$ cat src/rtl/inst_mem_loader_pkg.sv
// ============================================================================
// inst_mem_loader_pkg : shared state encoding and constants for the loader
// Revision 1.0
// ============================================================================
`default_nettype none

package inst_mem_loader_pkg;

  localparam int LD_STATE_W = 3;
  localparam int HDR_BYTES  = 2;   // LEN_HI + LEN_LO

  typedef enum logic [LD_STATE_W-1:0] {
    ST_IDLE   = 3'd0,
    ST_LEN_HI = 3'd1,
    ST_LEN_LO = 3'd2,
    ST_DATA   = 3'd3,
    ST_CSUM   = 3'd4,
    ST_DONE   = 3'd5,
    ST_ERR    = 3'd6
  } ld_state_e;

  function automatic logic is_loading(input ld_state_e s);
    return (s == ST_LEN_HI) || (s == ST_LEN_LO) || (s == ST_DATA) || (s == ST_CSUM);
  endfunction

endpackage

`default_nettype wire

$ cat src/rtl/inst_mem_loader_ld_word_pack.sv
// ============================================================================
// ld_word_pack : packs accepted payload bytes MSB-first into 32-bit words
// Revision 1.0
// ============================================================================
`default_nettype none

module ld_word_pack (
  input  logic        clk,
  input  logic        rst_n,
  input  logic        clear_i,
  input  logic        accept_i,
  input  logic [7:0]  byte_i,
  output logic [31:0] word_o,
  output logic        word_done_o
);

  logic [23:0] sr_q;
  logic [1:0]  idx_q;

  always_ff @(posedge clk or negedge rst_n) begin
    if (!rst_n) begin
      sr_q  <= '0;
      idx_q <= '0;
    end else if (clear_i) begin
      sr_q  <= '0;
      idx_q <= '0;
    end else if (accept_i) begin
      sr_q  <= {sr_q[15:0], byte_i};
      idx_q <= idx_q + 2'd1;
    end
  end

  // The completed word includes the byte being accepted this cycle.
  assign word_o      = {sr_q, byte_i};
  assign word_done_o = accept_i && (idx_q == 2'd3);

endmodule

`default_nettype wire

$ cat src/rtl/inst_mem_loader.sv
// ============================================================================
// inst_mem_loader : boot-time byte-stream loader for the instruction RAM
// Revision 1.0
// ============================================================================
`default_nettype none

module inst_mem_loader
  import inst_mem_loader_pkg::*;
#(
  parameter int          WORD_AW     = 17,
  parameter logic [31:0] BASE_ADDR   = 32'h0000_0000,
  parameter int unsigned TIMEOUT_CYC = 1_000_000
) (
  input  logic        clk,
  input  logic        rst,
  input  logic        start,
  input  logic [7:0]  rx_data,
  input  logic        rx_valid,
  output logic        rx_ready,
  output logic        mem_we,
  output logic [31:0] mem_addr,
  output logic [31:0] mem_data,
  output logic        cpu_rst_o,
  output logic        busy,
  output logic        done,
  output logic        err
);

  localparam int             TO_W    = $clog2(TIMEOUT_CYC + 1);
  localparam logic [TO_W-1:0] TO_LAST = TO_W'(TIMEOUT_CYC - 1);
  localparam logic [32:0]    CAP     = 33'd1 << WORD_AW;

  ld_state_e        state_q, state_d;
  logic [7:0]       len_hi_q, len_hi_d;
  logic [15:0]      len_q, len_d;
  logic [15:0]      wcnt_q, wcnt_d;
  logic [7:0]       xor_q, xor_d;
  logic [TO_W-1:0]  to_q, to_d;
  logic             rx_ready_q, rx_ready_d;
  logic             mem_we_q, mem_we_d;
  logic [31:0]      mem_addr_q, mem_addr_d;
  logic [31:0]      mem_data_q, mem_data_d;
  logic             cpu_rst_q, cpu_rst_d;
  logic             busy_q, busy_d;
  logic             done_q, done_d;
  logic             err_q, err_d;

  logic             accept;
  logic             pack_clear;
  logic [31:0]      pack_word;
  logic             pack_done;
  logic [15:0]      n_word;

  assign accept = rx_valid && rx_ready_q;
  assign n_word = {len_hi_q, rx_data};

  ld_word_pack u_pack (
    .clk         (clk),
    .rst_n       (rst),
    .clear_i     (pack_clear),
    .accept_i    (accept && (state_q == ST_DATA)),
    .byte_i      (rx_data),
    .word_o      (pack_word),
    .word_done_o (pack_done)
  );

  always_comb begin
    state_d    = state_q;
    len_hi_d   = len_hi_q;
    len_d      = len_q;
    wcnt_d     = wcnt_q;
    xor_d      = xor_q;
    to_d       = to_q;
    mem_we_d   = 1'b0;
    mem_addr_d = mem_addr_q;
    mem_data_d = mem_data_q;
    pack_clear = 1'b0;

    case (state_q)
      ST_IDLE, ST_DONE, ST_ERR: begin
        if (start) begin
          state_d    = ST_LEN_HI;
          wcnt_d     = '0;
          xor_d      = '0;
          to_d       = '0;
          pack_clear = 1'b1;
        end
      end
      ST_LEN_HI: begin
        if (accept) begin
          len_hi_d = rx_data;
          state_d  = ST_LEN_LO;
        end
      end
      ST_LEN_LO: begin
        if (accept) begin
          len_d = n_word;
          if (n_word == 16'd0)             state_d = ST_CSUM;
          else if ({17'd0, n_word} > CAP)  state_d = ST_ERR;
          else                             state_d = ST_DATA;
        end
      end
      ST_DATA: begin
        if (accept) begin
          xor_d = xor_q ^ rx_data;
          if (pack_done) begin
            mem_we_d   = 1'b1;
            mem_addr_d = BASE_ADDR + {14'd0, wcnt_q, 2'b00};
            mem_data_d = pack_word;
            wcnt_d     = wcnt_q + 16'd1;
            if (wcnt_q == len_q - 16'd1) state_d = ST_CSUM;
          end
        end
      end
      ST_CSUM: begin
        if (accept) state_d = (rx_data == xor_q) ? ST_DONE : ST_ERR;
      end
      default: state_d = ST_IDLE;
    endcase

    // Inter-byte watchdog; only ever fires on a cycle with no accepted byte.
    if (is_loading(state_q)) begin
      if (accept)                to_d = '0;
      else if (to_q == TO_LAST)  state_d = ST_ERR;
      else                       to_d = to_q + 1'b1;
    end

    rx_ready_d = is_loading(state_d);
    busy_d     = is_loading(state_d);
    done_d     = (state_d == ST_DONE);
    err_d      = (state_d == ST_ERR);
    cpu_rst_d  = (state_d != ST_DONE);
  end

  always_ff @(posedge clk or negedge rst) begin
    if (!rst) begin
      state_q    <= ST_IDLE;
      len_hi_q   <= '0;
      len_q      <= '0;
      wcnt_q     <= '0;
      xor_q      <= '0;
      to_q       <= '0;
      rx_ready_q <= 1'b0;
      mem_we_q   <= 1'b0;
      mem_addr_q <= '0;
      mem_data_q <= '0;
      cpu_rst_q  <= 1'b1;
      busy_q     <= 1'b0;
      done_q     <= 1'b0;
      err_q      <= 1'b0;
    end else begin
      state_q    <= state_d;
      len_hi_q   <= len_hi_d;
      len_q      <= len_d;
      wcnt_q     <= wcnt_d;
      xor_q      <= xor_d;
      to_q       <= to_d;
      rx_ready_q <= rx_ready_d;
      mem_we_q   <= mem_we_d;
      mem_addr_q <= mem_addr_d;
      mem_data_q <= mem_data_d;
      cpu_rst_q  <= cpu_rst_d;
      busy_q     <= busy_d;
      done_q     <= done_d;
      err_q      <= err_d;
    end
  end

  assign rx_ready  = rx_ready_q;
  assign mem_we    = mem_we_q;
  assign mem_addr  = mem_addr_q;
  assign mem_data  = mem_data_q;
  assign cpu_rst_o = cpu_rst_q;
  assign busy      = busy_q;
  assign done      = done_q;
  assign err       = err_q;

endmodule

`default_nettype wire

$ cat config.mk
export PLATFORM = sky130hd
export DESIGN_NAME = inst_mem_loader
export DESIGN_NICKNAME = d
export VERILOG_FILES = /design/src/rtl/inst_mem_loader_pkg.sv /design/src/rtl/inst_mem_loader_ld_word_pack.sv /design/src/rtl/inst_mem_loader.sv
export SDC_FILE = /design/constraint.sdc
export NUM_CORES = 1
export LEC_CHECK = 0
export ABC_AREA = 1
export BUFFER_PORTS_ARGS = -buffer_cell sky130_fd_sc_hd__buf_2
export CORE_ASPECT_RATIO = 0.9
export CORE_UTILIZATION = 53
export DETAILED_ROUTE_END_ITERATION = 12
export GPL_TIMING_DRIVEN = 1
export PLACE_DENSITY = 0.76
export SYNTH_ARGS = -nofsm -noshare
export SYNTH_HDL_FRONTEND = slang
export SYNTH_SLANG_ARGS = --single-unit
$ cat constraint.sdc
create_clock -name clk -period 2 [get_ports clk]
set_input_delay 0.3 -clock clk [delete_from_list [all_inputs] [get_ports clk]]
set_output_delay 0.3 -clock clk [all_outputs]
set_load 0.005 [all_outputs]
==> results.cfg, run 1 <==
[power_and_ir_drop]
vdd_drop_max_v = 0.0008123
p_per_area_mw_per_mm2 = 1228
cellLeakagePower_nw = 4.642

[detailed_routing]
dr.pass1.iters = 6
wirelength_um = 17800
vias = 6306
drt_iter0_drc = 557
antenna_left = 0
routedWlPerCell_um = 15.01
post_drt_via_cell_ratio = 5.317
drc = 0

[cts]
cts_inserted_buffers = 17
cts_sinks = 150
root_buffer = clkbuf_16
clock_path_buffers = 2
cts_tree = done
path_clk_slew_ns = 0.07
cts-htree-levels = 4
clk_latency_ns = 0.43

[critical_path]
crit_slowest_cell = dfrtp_1
path_cells = inv_2 -> ha_4 -> nand3_2 -> o21ai_0 -> nand2_1 -> nor2_1 -> nand2_1 -> nor2_2 -> nand3_2 -> nand2_2 -> nand4_1 -> nand2_1 -> inv_1 -> nor2_1
path_delay_family = simple AND/OR/NAND/NOR gates
crit_fanout = 4
crit_required_ns = 2.36
cp-end-kind = register
arrival_ns = 2.34
worstSetupStartpointType = register
crit_type = register to register
critical-path-max-stage-delay_ns = 0.39
worst_path_most_repeated_cell = nand2_1
crit_buf_inv = 2

[final_layout]
num_antenna_cells = 0
fillers = 1073
instances_no_fill = 1186
register_area_mm2 = 0.003759
fin_nets = 1021
fin_area_mm2 = 0.008951
multiInputGateArea_mm2 = 0.003148
area_growth_pct = 21.96
drive_gt1_share_pct = 21.71

[synthesis]
synth-xor-area-share_pct = 3.341
avgSynthCellArea_um2 = 8.210
ys_warn_count = 0
async_reset_ff_share_pct = 100.0
synthMuxAreaShare_pct = 0
yosysSeqAreaShare_pct = 51.16
yosys_most_used_dff = dfrtp_1
synthAdderAreaFrac_pct = 0.6819
synth-seq-cells = 150
synth_cell_types = 46
syn-cell-area_mm2 = 0.007340
synth-edff-count = 0
synth_top_family_by_area = simple AND/OR/NAND/NOR gates
syn_inst = 894
synth_compound_area_share_pct = 11.63
synth_simple_gate_area_share_pct = 24.16

[timing]
rsz0062_at_grt = true
fmaxAchievable_mhz = 503.9
slew-limit-headroom_pct = 57.04
drv_slew = 0
hold_viol = 0
finClkSkew_ns = 0.005497
period_share_pct = 99.23
setup_viol = 0
fin_crit_ns = 1.985
tightest_slew_ns = 0.6444

[place]
port_buffers = 65
dp_hpwl_um = 12230
post-place-cells = 1144
place_area_mm2 = 0.008077
place_congestion = 0.8963

[job]
cap_violations = 0

[grt]
grt_max_degree = 70
grt_pass1_wl_um = 28990
overflow = 0
grt_usage_pct = 25.89
grt_pass1_vias = 5938
antenna_found_initial = 0

[min_path]
hold_class = primary input to register

[die]
core-area_mm2 = 0.01341
rows = 40
die_x_um = 126.0
die_height_um = 113.6
io_pins = 82
die-area_mm2 = 0.01432
start_util_pct = 54.72

[status]
outcome = finished clean
==> repair_timing <==
action,in CTS,in global routing
resized for setup,7,40
setup buffers,0,9
hold buffers,1,0
endpoints found under the hold margin,42,0
setup endpoints to repair,6,27
pin swaps,0,16
==> tightest hold or removal path, stage by stage <==
cell,delay (ns)
buf_2,0.14
nand2_1,0.06
o21ai_0,0.06
==> synth_stat cells (all sizes together), types with 3 or more instances <==
cell	instances	share of area [%]
inv	113	5.8
dfrtp	149	51
a21oi	22	1.7
o21bai	3	0.31
a22o	4	0.48
xor2	16	1.9
nand3b	4	0.41
buf	19	1.9
nor3	19	1.4
o211ai	3	0.31
ha	4	0.68
nor4	7	0.60
nand2	258	13
or2	3	0.26
nand4	15	1.3
clkbuf	25	1.3
a211oi	3	0.37
a22oi	25	2.6
o21ai	67	4.6
nor2	71	4.1
o31ai	6	0.61
nand3	35	2.7
xnor2	12	1.4
==> metrics by stage <==
| step | utilization [%] | TNS [ns] | setup slack (ns) | hold WS (ns) | power [mW] |
|---|---|---|---|---|---|
| after floorplan | - | 0 | 0.1548 | 0.004409 | 6.221 |
| after global placement | 60.21 | -0.02686 | -0.01860 | 0.2540 | 7.208 |
| after detailed placement | 60.21 | -0.5211 | -0.1679 | 0.2563 | 7.315 |
| after CTS | 65.18 | 0 | 0.0009064 | 0.1596 | 10.78 |
| after global routing | 66.74 | -0.4079 | -0.1768 | 0.1930 | 11.68 |
| final | 66.74 | 0 | 0.01532 | 0.1798 | 11.00 |
==> routing by layer <==
layer | vias up | track usage [%] | wire length, um
li1 | 3073 | - | -
met1 | 3004 | 35.36 | 8067
met2 | 196 | 40.92 | 8365
met3 | 33 | 5.957 | 997
met4 | 0 | 8.916 | 373
met5 | - | 0 | 0
==> kinds of logic (layout without fill, tap and decap cells) <==
logic type               Yosys count  count (layout)
AO/OA/AOI/OAI                    140             140
XOR/XNOR                          28              28
adder cells (fa/ha/maj)            4               4
other                              1              16
AND/OR/NAND/NOR                  413             413
buffers and inverters            158             267
flip-flops                       150             150
==> power breakdown <==
group,internal (mW),total [mW],leakage (nW),switching [mW]
logic,1.37,3.41,2.30,2.04
registers,3.66,4.22,2.03,0.559
clock network,1.92,3.37,0.309,1.45
total,6.95,11.0,4.64,4.05
==> path summary, 6_finish.rpt <==
| path | startpoint | endpoint | slack (ns) | cells after the start |
|---|---|---|---|---|
| worst max-delay path | len_q[0] | busy | 0.02 | 14 |
| worst min-delay path | rx_data[0] | len_q[0] | 0.18 | 3 |
| worst max register to register | len_q[0] | busy | 0.02 | 14 |
| worst min register to register | mem_data[24] | mem_data[24] | 0.47 | 2 |
| max in group asynchronous | rst | wcnt_q[1] | 0.96 | 3 |
| min in group asynchronous | rst | mem_addr[16] | 0.36 | 2 |
==> state kept, by name, indices dropped and copies added, names as in the netlist <==
signal,count
mem_data,32
u_pack.sr_q,24
to_q,20
len_q,16
mem_addr,16
wcnt_q,16
len_hi_q,8
xor_q,8
state_q,3
u_pack.idx_q,2
busy,1
cpu_rst_o,1
done,1
err,1
mem_we,1
==> cell usage in the layout (no fill, tap or decap), drive strengths merged, types with 15 or more instances in the layout <==
cell | synthesis | final
xor2 | 16 | 16
nand2 | 258 | 258
nand3 | 35 | 35
o21ai | 67 | 67
clkbuf | 25 | 17
nor2 | 71 | 71
buf | 19 | 120
inv | 113 | 123
dfrtp | 149 | 149
a21oi | 22 | 22
conb | 1 | 16
nand4 | 15 | 15
nor3 | 19 | 19
a22oi | 25 | 25
==> cell type report <==
cell class | count | area share (%)
Clock inverter | 15 | 2.250
Multi-Input combinational cell | 601 | 35.17
Sequential cell | 150 | 41.99
Clock buffer | 17 | 4.753
Inverter | 114 | 4.781
Tap cell | 168 | 2.348
Timing Repair Buffer | 121 | 8.708
Power figures use the tool's default switching activity.
==> run 2: changes to the inputs <==
--- a/config.mk
+++ b/config.mk
@@ -5,7 +5,6 @@
 export SDC_FILE = /design/constraint.sdc
 export NUM_CORES = 1
 export LEC_CHECK = 0
-export ABC_AREA = 1
 export BUFFER_PORTS_ARGS = -buffer_cell sky130_fd_sc_hd__buf_2
 export CORE_ASPECT_RATIO = 0.9
 export CORE_UTILIZATION = 53
==> run 2 against run 1 <==
The flow now finishes with violations (negative setup slack). Worst setup slack got worse by 0.64 ns. Final area rose by 4.0%. Clock power fell by 11%. Sequential power rose by 5.0%. Clock skew rose by 0.0054 ns. Clock-buffer cell count rose by 4. First-iteration DRC count fell by 18%. Combinational power rose by 21%. Register-to-register slack got worse by 0.64 ns. Sequential share of layout area fell by 1.6 points. Largest power group unchanged.
==> results.cfg, run 2 <==
[synthesis]
synth-seq-cells = 150
synth.most_common_cell = dfrtp_1
syn-cell-area_mm2 = 0.007330
synth_common_cells = 149 x dfrtp_1, 79 x nand2_1, 70 x mux2_2, 53 x nor2_1
synth_area_leaders = dfrtp_1 51%, mux2_2 11%, xnor2_1 4.2%, nand2_1 4.0%, nor2_1 2.7%
avgSynthCellArea_um2 = 10.46
yosys_most_used_dff = dfrtp_1
synth_cell_types = 61
synth-edff-count = 0
yosysSeqAreaShare_pct = 51.23
async_reset_ff_share_pct = 100.0
synth.largest_area_cell = dfrtp_1
ys_warn_count = 0
post-synth-top-area-fraction_pct = 50.87
syn_inst = 701

[min_path]
min_from = rx_data[1]
hold_depth = 2
min_to = mem_data[1]
hold_class = primary input to register

[timing]
slew-limit-headroom_pct = 64.32
period_share_pct = 131.2
setup_viol = 24
layout_setup_ws_ns = -0.6242
fin_crit_ns = 2.624
finalSetupTns_ns = -8.366
finClkSkew_ns = 0.01091
rsz0062_at_grt = true
drv_slew = 0
fmaxAchievable_mhz = 381.1
tightest_slew_ns = 0.5316
hold_viol = 0

[grt]
use_met2_pct = 44.60
grt_max_degree = 51
use_met1_pct = 37.23
overflow = 0
antenna_found_initial = 0
grt_pass1_vias = 5953
grt_pass1_wl_um = 30260
grt_usage_pct = 27.41
grt_util_met3_pct = 4.784
grt-busiest-layer = met2

[final_layout]
instances_no_fill = 1032
num_antenna_cells = 0
fin_nets = 867
mostFrequentLayoutCells = 148 x dfrtp_1, 91 x buf_4, 77 x nand2_1
largest_reg_flops = 32
final_common_cell = dfrtp_1
multiInputGateArea_mm2 = 0.003543
fin_util_pct = 69.41
register_area_mm2 = 0.003756
fillers = 991
area_growth_pct = 27.02
drive_gt1_share_pct = 36.23

[die]
die-area_mm2 = 0.01430
io_pins = 82
core-area_mm2 = 0.01341
die_x_um = 126.0
start_util_pct = 54.65
rows = 40
die_height_um = 113.6

[critical_path]
crit_type = register to register
ff2ff_setup_slack_ns = -0.62
arrival_ns = 2.97
cp-end-kind = register
crit_required_ns = 2.34
reg2reg_from = len_q[1]
worstSetupStartpointType = register
rr_worst_depth = 8
crit_fanout = 4
r2r_end = err

[place]
post-place-cells = 990
place_congestion = 0.9552
dp_hpwl_um = 13020
port_buffers = 65

[power_and_ir_drop]
vdd_drop_max_v = 0.0009251
clkPwrFrac_pct = 26.0
power.total_mw = 11.55
power_frac_seq_pct = 38.4
cellLeakagePower_nw = 4.382
p_per_area_mw_per_mm2 = 1240
p_comb_share_pct = 35.6
power.switching_mw = 4.085
p_int_mw = 7.460
swShare_pct = 35.39

[cts]
cts_inserted_buffers = 17
cts-htree-levels = 4
clock_path_buffers = 2
cts_sinks = 150
cts_tree = done
root_buffer = clkbuf_16
path_clk_slew_ns = 0.06
clk_latency_ns = 0.43

[detailed_routing]
antenna_left = 0
dr.pass1.iters = 5
routedWlPerCell_um = 18.28
vias = 6026
drt_iter0_drc = 456
wirelength_um = 18870
drc = 0
post_drt_via_cell_ratio = 5.839

[status]
violations = negative setup slack
outcome = finished, violations left

[job]
cap_violations = 0
[run 2: power by group through the flow]
stage | Clock (mW) | Sequential, mW | Combinational, mW
2_1_floorplan | 0 | 4.34 | 2.32
3_3_place_gp | 0 | 4.39 | 3.68
3_5_place_dp | 0 | 4.45 | 3.80
4_1_cts | 3.03 | 4.41 | 4.01
5_1_grt | 3.15 | 4.52 | 4.47
6_report | 3.00 | 4.43 | 4.11
[run 2: layout make-up]
type | instances | share of cell area (%)
Multi-Input combinational cell | 503 | 38.06
Inverter | 10 | 0.4032
Clock inverter | 11 | 0.9676
Timing Repair Buffer | 169 | 13.02
Clock buffer | 21 | 4.946
Tap cell | 168 | 2.258
Sequential cell | 150 | 40.34
[run 2: metal layers]
metal  wire length [um]  share of wire, %
met2               9033                48
met3                992               5.3
met4                417               2.2
met5                  0                 0
met1               8426                45
[run 2: cells by family (layout without fill, tap and decap cells)]
| family | Yosys count | after routing | synth area share (%) |
|---|---|---|---|
| other cells | 1 | 16 | 0.05116 |
| flops | 150 | 150 | 51.23 |
| buf+inv | 63 | 211 | 4.233 |
| fa+ha+maj | 5 | 5 | 0.8194 |
| compound gates | 110 | 110 | 9.321 |
| simple gates | 249 | 249 | 17.16 |
| xor+xnor | 48 | 48 | 5.736 |
| mux | 75 | 75 | 11.45 |
[run 2: how the worst max path moves through the flow]
| stage | from | end | slack (ns) |
|---|---|---|---|
| 2_1_floorplan | len_q[0] | cpu_rst_o | -0.59 |
| 3_3_place_gp | len_q[1] | err | -0.56 |
| 3_5_place_dp | len_q[1] | err | -0.64 |
| 4_1_cts | len_q[1] | err | -0.62 |
| 5_1_grt | len_q[1] | err | -0.69 |
| 6_report | len_q[1] | err | -0.62 |
[run 2: critical path, stage by stage (launching register included)]
cell	delay [ns]
dfrtp_1	0.39
inv_2	0.08
ha_4	0.12
or4b_4	0.49
or4_4	0.51
a211oi_4	0.27
o211ai_1	0.12
or3_4	0.38
a22oi_2	0.17
[run 2: metrics by stage]
| stage | hold slack, ns | setup slack [ns] | instance area (um^2) |
|---|---|---|---|
| global placement | 0.2788 | -0.5608 | 8502 |
| floorplan | 0.004409 | -0.5880 | 7471 |
| detailed placement | 0.2918 | -0.6408 | 8502 |
| CTS | 0.1828 | -0.6241 | 9210 |
| finish | 0.1915 | -0.6242 | 9310 |
| global route | 0.1949 | -0.6901 | 9310 |
[run 2: what timing repair did]
action | in CTS | in global routing
cloned | 1 | 0
hold buffers | 1 | 0
gates resized for setup | 20 | 17
pin swaps | 25 | 6
endpoints found under the setup margin | 25 | 36
endpoints found under the hold margin | 46 | 0
setup buffers | 7 | 1
